`src/rtl/serial_alu.sv`:
```
// rtl/serial_alu.sv - bit-serial WIDTH-bit ALU, one operand bit per clock, LSB first
// start/busy/done handshake; result and flags update only on the completing edge.
module serial_alu #(
  parameter int WIDTH = 8
) (
  input  logic             clk,
  input  logic             rst_n,
  input  logic             start,
  input  logic [2:0]       op,
  input  logic [WIDTH-1:0] a,
  input  logic [WIDTH-1:0] b,
  output logic             busy,
  output logic             done,
  output logic [WIDTH-1:0] result,
  output logic             carry,
  output logic             zero
);

  localparam int CW = $clog2(WIDTH + 1);

  localparam logic [2:0] OP_ADD  = 3'b000;
  localparam logic [2:0] OP_SUB  = 3'b001;
  localparam logic [2:0] OP_AND  = 3'b010;
  localparam logic [2:0] OP_OR   = 3'b011;
  localparam logic [2:0] OP_XOR  = 3'b100;
  localparam logic [2:0] OP_NAND = 3'b101;
  localparam logic [2:0] OP_NOT  = 3'b110;
  localparam logic [2:0] OP_PASS = 3'b111;

  typedef enum logic [1:0] {IDLE, RUN, DONE} state_t;

  state_t           state_q, state_d;
  logic [WIDTH-1:0] a_sh_q, a_sh_d;
  logic [WIDTH-1:0] b_sh_q, b_sh_d;
  logic [WIDTH-1:0] res_sh_q, res_sh_d;
  logic [2:0]       op_q, op_d;
  logic             c_q, c_d;
  logic [CW-1:0]    cnt_q, cnt_d;
  logic [WIDTH-1:0] result_q, result_d;
  logic             carry_q, carry_d;
  logic             zero_q, zero_d;
  logic             busy_q, busy_d;
  logic             done_q, done_d;

  logic             arith;
  logic             ai, bi, bp;
  logic             sum, c_next, bit_r;
  logic [WIDTH-1:0] res_next;

  // One-bit datapath: b is inverted for SUB so the same adder serves both.
  always_comb begin
    arith  = (op_q == OP_ADD) || (op_q == OP_SUB);
    ai     = a_sh_q[0];
    bi     = b_sh_q[0];
    bp     = bi ^ (op_q == OP_SUB);
    sum    = ai ^ bp ^ c_q;
    c_next = (ai & bp) | (c_q & (ai ^ bp));
    case (op_q)
      OP_ADD, OP_SUB: bit_r = sum;
      OP_AND:         bit_r = ai & bi;
      OP_OR:          bit_r = ai | bi;
      OP_XOR:         bit_r = ai ^ bi;
      OP_NAND:        bit_r = ~(ai & bi);
      OP_NOT:         bit_r = ~ai;
      OP_PASS:        bit_r = ai;
      default:        bit_r = 1'b0;
    endcase
    res_next = {bit_r, res_sh_q[WIDTH-1:1]};
  end

  always_comb begin
    state_d  = state_q;
    a_sh_d   = a_sh_q;
    b_sh_d   = b_sh_q;
    res_sh_d = res_sh_q;
    op_d     = op_q;
    c_d      = c_q;
    cnt_d    = cnt_q;
    result_d = result_q;
    carry_d  = carry_q;
    zero_d   = zero_q;
    busy_d   = busy_q;
    done_d   = 1'b0;
    case (state_q)
      RUN: begin
        a_sh_d   = a_sh_q >> 1;
        b_sh_d   = b_sh_q >> 1;
        res_sh_d = res_next;
        if (arith) c_d = c_next;
        cnt_d = cnt_q + CW'(1);
        if (cnt_q == CW'(WIDTH - 1)) begin
          state_d  = DONE;
          busy_d   = 1'b0;
          done_d   = 1'b1;
          result_d = res_next;
          carry_d  = arith ? c_next : 1'b0;
          zero_d   = (res_next == '0);
        end
      end
      default: begin
        // IDLE and DONE accept a new operation identically.
        if (start) begin
          state_d  = RUN;
          a_sh_d   = a;
          b_sh_d   = b;
          op_d     = op;
          res_sh_d = '0;
          c_d      = (op == OP_SUB);
          cnt_d    = '0;
          busy_d   = 1'b1;
        end else begin
          state_d = IDLE;
          busy_d  = 1'b0;
        end
      end
    endcase
  end

  always_ff @(posedge clk or negedge rst_n) begin
    if (!rst_n) begin
      state_q  <= IDLE;
      a_sh_q   <= '0;
      b_sh_q   <= '0;
      res_sh_q <= '0;
      op_q     <= '0;
      c_q      <= 1'b0;
      cnt_q    <= '0;
      result_q <= '0;
      carry_q  <= 1'b0;
      zero_q   <= 1'b0;
      busy_q   <= 1'b0;
      done_q   <= 1'b0;
    end else begin
      state_q  <= state_d;
      a_sh_q   <= a_sh_d;
      b_sh_q   <= b_sh_d;
      res_sh_q <= res_sh_d;
      op_q     <= op_d;
      c_q      <= c_d;
      cnt_q    <= cnt_d;
      result_q <= result_d;
      carry_q  <= carry_d;
      zero_q   <= zero_d;
      busy_q   <= busy_d;
      done_q   <= done_d;
    end
  end

  assign busy   = busy_q;
  assign done   = done_q;
  assign result = result_q;
  assign carry  = carry_q;
  assign zero   = zero_q;

endmodule

```
`config.mk`:
```
export PLATFORM = sky130hd
export DESIGN_NAME = serial_alu
export DESIGN_NICKNAME = d
export VERILOG_FILES = /design/src/rtl/serial_alu.sv
export SDC_FILE = /design/constraint.sdc
export NUM_CORES = 1
export LEC_CHECK = 0
export ABC_AREA = 1
export BUFFER_PORTS_ARGS = -buffer_cell sky130_fd_sc_hd__buf_2
export CAP_MARGIN = 20
export CORE_MARGIN = 5
export CORE_UTILIZATION = 45
export DETAILED_ROUTE_END_ITERATION = 12
export PLACE_DENSITY = 0.66
export SETUP_SLACK_MARGIN = 0.2
export SLEW_MARGIN = 25
export SYNTH_ARGS = -nofsm -noshare
export SYNTH_HDL_FRONTEND = slang
export SYNTH_SLANG_ARGS = --single-unit
```
`constraint.sdc`:
```
create_clock -name clk -period 4.9 [get_ports clk]
set_input_delay 0.735 -clock clk [delete_from_list [all_inputs] [get_ports clk]]
set_output_delay 0.735 -clock clk [all_outputs]
set_load 0.03 [all_outputs]
```
==> results by group, run 1 <==
Floorplanning
  • Number of I/O pins: 34
  • Die W: about 76 um
  • Row cnt: 24
  • Core Area: approximately 4300 um2
  • Die area: 5740 um2
  • Die height: 75.7 um
  • Initial core utilization: 45.6%

Timing
  • Final Cycle Share: 40.8%
  • Max-slew headroom: 63.7%
  • RSZ-0062 raised after global routing: no
  • Minimum clock period: between 2 and 2.5 ns
  • Final Hold Vio Count: 0
  • Setup TNS: 0 ns
  • Worst Tran Pin Value: between 0.5 and 0.6 ns
  • Max Slew Vio Count: 0
  • Skew final: around 0.0058 ns
  • Final setup vio count: 0
  • Peak Freq: 500 MHz

Synthesis
  • Net Count, Synth: 239
  • YS warnings: 0
  • Seq/Total Area, Yosys: 56.6%
  • Synth Register Bits: 44
  • Cell variety after synth: 28
  • Synthesized instance count: between 200 and 250
  • Syn Std Cell Area: 1940 um2
  • Avg Cell Area, Syn: 9.13 um2

Pwr
  • Power density over the cells: 660 nW/um2
  • LEAKAGE: 1.13 nW
  • Switching power: about 0.63 mW
  • Clock power frac: between 15 and 20%
  • Reg power frac: 42.1%
  • P_int: 0.844 mW
  • Final Power: ~1.5 mW
  • Max VDD drop: approximately 0.00022 V
  • Switch share: between 40% and 50%
  • Comb power frac: about 42%

Clocking
  • CTS clock-pin slew for the worst setup and hold paths: 0.08 ns
  • Post CTS Setup Buffer Count: 0
  • Post-cts sizing count: 0
  • Hold-fix buffers, CTS: 0
  • Sink Count: 44
  • Worst-case clock buffer depth: 2
  • Inserted Clock Buffers: 5
  • Root buffer cell: clkbuf_8
  • TritonCTS clock tree: done
  • Clock latency on the worst-skew pair: 0.29 ns
  • H-tree depth: 2

Worst setup path
  • RR Endpoint: cnt_q[1]
  • Crit Path Class: flip-flop to flip-flop
  • R2R setup slack: just under 3 ns
  • Crit start category: flip-flop
  • Worst r2r path cells: 5
  • Req. time, crit path: 5.09 ns
  • Critical Path AT: 2.19 ns
  • Worst r2r src: state_q[1]
  • Crit end category: flip-flop
  • Crit Path Max Fanout: 17

Routing
  • Wirelength per Cell: approximately 13 um
  • Post-route ant nets: 0
  • Routed vias: 1,485
  • Initial DRC count: 70
  • Wirelength, routed: approximately 3800 um
  • DRC viols: 0
  • Vias per inst: 4.95
  • Pre-antenna DRT Iters: 4

Global routing
  • Busiest grt layer: met2
  • Antenna violations before repair: 0
  • GRT met3 Usage: slightly above 4%
  • GR Util met2: 26.2%
  • Met1 Usage GRT: 19.4%
  • Global route total overflow: 0
  • Largest net degree at the start of global routing: 45
  • Vias in the first global route: 1,477
  • GR Util All Layers: 15.3%
  • First-pass GRT wire length: 6610 um

Finish
  • Share of cells above drive strength 1: 21.8%
  • # fillers: 433
  • Diode count: 0
  • Syn-to-layout area delta: 14.9%
  • Register area: about 1100 um2
  • Nets: between 200 and 300
  • Final core occ: 52.4%
  • Multi-input logic area: 716 um2

Run
  • Max Cap Viol: 0

Placed design
  • DP Wirelength: 2730 um
  • Gpl congestion: 0.784
  • IO buf count: 33

Outcome
  • Result of the run: complete, no violations

Worst hold path
  • HP Class: primary input to asynchronous set/reset pin
## sequential cells by signal, indices dropped and copies added (netlist names)
register / count
cnt_q: 4
a_sh_q: 8
c_q: 1
state_q: 2
result: 8
carry: 1
done: 1
b_sh_q: 8
res_sh_q: 7
op_q: 3
zero: 1
## layout make-up
| class | count | area share (%) |
|---|---|---|
| Clock buffer | 6 | 3.70 |
| Clock inverter | 2 | 0.448 |
| Inverter | 24 | 4.14 |
| Multi-Input combinational cell | 139 | 32.0 |
| Sequential cell | 44 | 49.3 |
| Tap cell | 52 | 2.91 |
| Timing Repair Buffer | 33 | 7.50 |
## worst max-delay path: stages, from the launching register on
cell,delay [ns]
dfrtp_1,0.36
inv_1,0.06
nand2_2,0.20
nand2_1,0.43
clkinv_1,0.52
a22o_1,0.32
## per-stage QoR
stage          std cells  worst slack, ns  hold WS, ns  instance area (um2)
6_report             300             2.90        0.427                 2230
5_1_grt              300             2.75        0.462                 2230
4_1_cts              300             2.89        0.487                 2230
3_5_place_dp         292             2.74        0.464                 2140
3_3_place_gp         292             2.79        0.463                 2140
2_1_floorplan        213             3.28        0.439                 1940
## power by group through the flow
stage / combinational [mW] / sequential [mW] / clock, mW
after floorplan: 0.407 / 0.694 / 0
final: 0.621 / 0.621 / 0.232
after global routing: 0.718 / 0.641 / 0.251
after detailed placement: 0.635 / 0.627 / 0
after CTS: 0.634 / 0.621 / 0.239
after global placement: 0.617 / 0.624 / 0
## cell usage after synthesis
master	n	share of area, %
xor2_1	1	0.45
o211ai_1	5	1.9
nor2_1	9	1.7
inv_1	20	3.9
nand3b_1	1	0.39
dfrtp_1	44	57
o21a_1	1	0.39
buf_6	1	0.58
buf_4	1	0.39
nand4_1	2	0.64
clkinv_1	2	0.39
a21oi_1	1	0.26
buf_2	1	0.26
ha_1	3	1.9
nor3_1	1	0.26
clkbuf_1	3	0.58
o21ai_0	8	2.1
o22ai_1	6	1.9
nand2_2	3	0.97
o221ai_1	1	0.45
inv_4	1	0.32
inv_2	1	0.19
o21ai_2	7	3.2
fa_1	1	1.0
a22o_1	1	0.45
nand2_1	69	13
nor3_4	1	0.84
nand3_1	18	4.6
## cell families (layout without fill, tap and decap cells)
logic type / Yosys count / after routing / share of synthesized area [%]
AO/OA/AOI/OAI: 30 / 30 / 10.6
XOR/XNOR: 1 / 1 / 0.451
adder cells (fa/ha/maj): 4 / 4 / 2.96
buffers and inverters: 30 / 65 / 6.56
flip-flops: 44 / 44 / 56.6
AND/OR/NAND/NOR: 104 / 104 / 22.8
## layout by cell type (no fill, tap or decap), drive strengths merged
| master | instances |
|---|---|
| o221ai | 1 |
| a21oi | 1 |
| o22ai | 6 |
| nand2 | 72 |
| ha | 3 |
| fa | 1 |
| dfrtp | 44 |
| nor3 | 2 |
| o21a | 1 |
| clkbuf | 6 |
| a22o | 1 |
| nand4 | 2 |
| buf | 33 |
| xor2 | 1 |
| nand3b | 1 |
| o21ai | 15 |
| o211ai | 5 |
| nor2 | 9 |
| nand3 | 18 |
| clkinv | 4 |
| inv | 22 |
## worst max-delay path by stage
stage                    start           to  slack [ns]  depth (start not counted)
global placement         start     cnt_q[1]        2.79                          5
floorplan              op_q[1]  res_sh_q[7]        3.28                          9
CTS                 state_q[1]     cnt_q[1]        2.89                          5
finish              state_q[1]     cnt_q[1]        2.90                          5
detailed placement       start     cnt_q[1]        2.74                          5
global route        state_q[1]    b_sh_q[5]        2.75                          6
## metal layers
layer | part of all wire [%] | wire, um
met1 | 46 | 1770
met2 | 49 | 1870
met3 | 3.9 | 149
met5 | 0 | 0
met4 | 0.94 | 36
(Power assumes the default switching activity.)
==> run 2, diff against run 1 <==
--- a/config.mk
+++ b/config.mk
@@ -11,7 +11,7 @@
 export CORE_MARGIN = 5
 export CORE_UTILIZATION = 45
 export DETAILED_ROUTE_END_ITERATION = 12
-export PLACE_DENSITY = 0.66
+export PLACE_DENSITY = 0.69
 export SETUP_SLACK_MARGIN = 0.2
 export SLEW_MARGIN = 25
 export SYNTH_ARGS = -nofsm -noshare
==> constraint.sdc (replaced) <==
create_clock -name clk -period 1.7 [get_ports clk]
set_input_delay 0.255 -clock clk [delete_from_list [all_inputs] [get_ports clk]]
set_output_delay 0.255 -clock clk [all_outputs]
set_load 0.03 [all_outputs]
==> results by group, run 2 (synthesis results as in run 1) <==
Outcome
  • Result of the run: complete, no violations

Floorplanning
  • Initial core utilization: a little under half
  • Die height: 75.7 um
  • Die W: 75.7 um
  • Core Area: 4260 um2
  • Number of I/O pins: 34
  • Die area: 5740 um2
  • Row cnt: 24

Finish
  • Nets: between 200 and 300
  • Share of cells above drive strength 1: around 29%
  • Final Non-Filler Cells: about 320
  • Multi-input logic area: 729 um2
  • Commonest non-fill, non-tap cell in the layout: nand2_1
  • Design Area, Final: 2390 um2
  • Diode count: 0
  • Most frequent cells in the layout: 68 x nand2_1, 44 x dfrtp_1, 33 x buf_2, 18 x inv_1, 17 x nand3_1
  • Syn-to-layout area delta: 23.0%
  • # fillers: 388
  • Register area: 1100 um2

Global routing
  • Largest net degree at the start of global routing: 45
  • First-pass GRT wire length: 6510 um
  • Global route total overflow: 0
  • Vias in the first global route: 1,397
  • Antenna violations before repair: 0
  • GR Util All Layers: 15.3%

Timing
  • Max-slew headroom: 80.4%
  • Peak Freq: 620 MHz
  • Final Hold Vio Count: 0
  • Skew final: 0.00804 ns
  • RSZ-0062 raised after global routing: yes
  • Hold Slack: around 0.17 ns
  • Minimum clock period: 1.61 ns
  • Final setup vio count: 0
  • Worst Tran Pin Value: 0.294 ns
  • Final Cycle Share: about 95%
  • Max Slew Vio Count: 0

Worst setup path
  • Crit Path Max Fanout: 3
  • Crit end category: flip-flop
  • Crit Path Class: flip-flop to flip-flop
  • Crit start category: flip-flop
  • Critical Path AT: 1.81 ns
  • Req. time, crit path: 1.90 ns

Placed design
  • Gpl congestion: between 0.7 and 0.8
  • DP Wirelength: around 2700 um
  • Placed cell count: slightly above 300
  • Cell Area, Placed: around 2200 um2
  • IO buf count: 33

Pwr
  • LEAKAGE: 1.21 nW
  • Max VDD drop: 0.000749 V
  • Power density over the cells: 1880 nW/um2
  • Final Power: roughly 4.5 mW

Clocking
  • CTS clock-pin slew for the worst setup and hold paths: 0.08 ns
  • Sink Count: 44
  • Worst-case clock buffer depth: 2
  • Clock latency on the worst-skew pair: 0.29 ns
  • H-tree depth: 2
  • TritonCTS clock tree: done
  • Root buffer cell: clkbuf_8
  • Inserted Clock Buffers: 5

Routing
  • DRC viols: 0
  • Initial DRC count: 79
  • Wirelength, routed: 3820 um
  • Routed vias: 1,523
  • Post-route ant nets: 0
  • Vias per inst: 4.80
  • Wirelength per Cell: 12.1 um
  • Pre-antenna DRT Iters: 4

Run
  • Max Cap Viol: 0

Worst hold path
  • HP Class: primary input to flip-flop
run 2: cell types whose count changed in the layout (fill, tap and decap cells not counted), sizes merged:
cell	before	now
buf	33	49
clkinv	4	3
dlygate4sd3	0	1
clkinvlp	0	1
run 2: worst paths after layout:
kind	start	endpoint	slack, ns	cells after the start
max in group asynchronous	rst_n	a_sh_q[4]	1.03	3
worst min register to register	result[2]	result[2]	0.48	2
min in group asynchronous	rst_n	zero	0.46	3
worst min-delay path	a[7]	a_sh_q[7]	0.17	3
worst max register to register	op_q[2]	zero	0.09	10
worst max-delay path	op_q[2]	zero	0.09	10
run 2: metal layers:
metal	share of wire (%)	track usage, %	vias to the layer above
li1	-	-	797
met1	49	21.9	695
met2	46	22.8	25
met3	3.7	4.09	6
met4	1.5	4.66	0
met5	0	0	-
run 2: power by group:
group          leakage (nW)  internal [mW]  switching, mW
clock                0.0510          0.324          0.339
sequential            0.567           1.50          0.250
combinational         0.592          0.794           1.27
total                  1.21           2.62           1.86
run 2: repair_timing:
item	CTS	global route
pin swaps	1	3
setup buffers	1	5
endpoints found under the hold margin	44	0
gates resized for setup	3	3
hold buffers	1	0
setup endpoints to repair	3	14
run 2: area by class of cell:
cell class,count,area share [%]
multi-input cells,139,30.5
flip-flops and latches,44,46.0
repair buffers,50,12.9
well taps,52,2.72
clock buffers,6,3.45
clock inverters,2,0.418
inverters,24,4.03
run 2: per-stage QoR:
step | setup TNS, ns | utilization (%) | setup WS, ns
final | 0 | 56.1 | 0.0862
after global routing | -0.128 | 56.1 | -0.0732
after CTS | 0 | 54.9 | 0.0928
after detailed placement | 0 | 52.2 | 0.0822
after global placement | 0 | 52.2 | 0.0910
after floorplan | 0 | - | 0.0793
run 2: worst max-delay path, cell delays in order (launching register included):
cell	delay (ns)
dfrtp_1	0.40
inv_2	0.07
nand3_2	0.07
xor2_1	0.18
fa_1	0.43
nor2_1	0.10
nor2_1	0.04
nand2_1	0.09
nand2_1	0.06
nand2_1	0.05
nand2_1	0.04
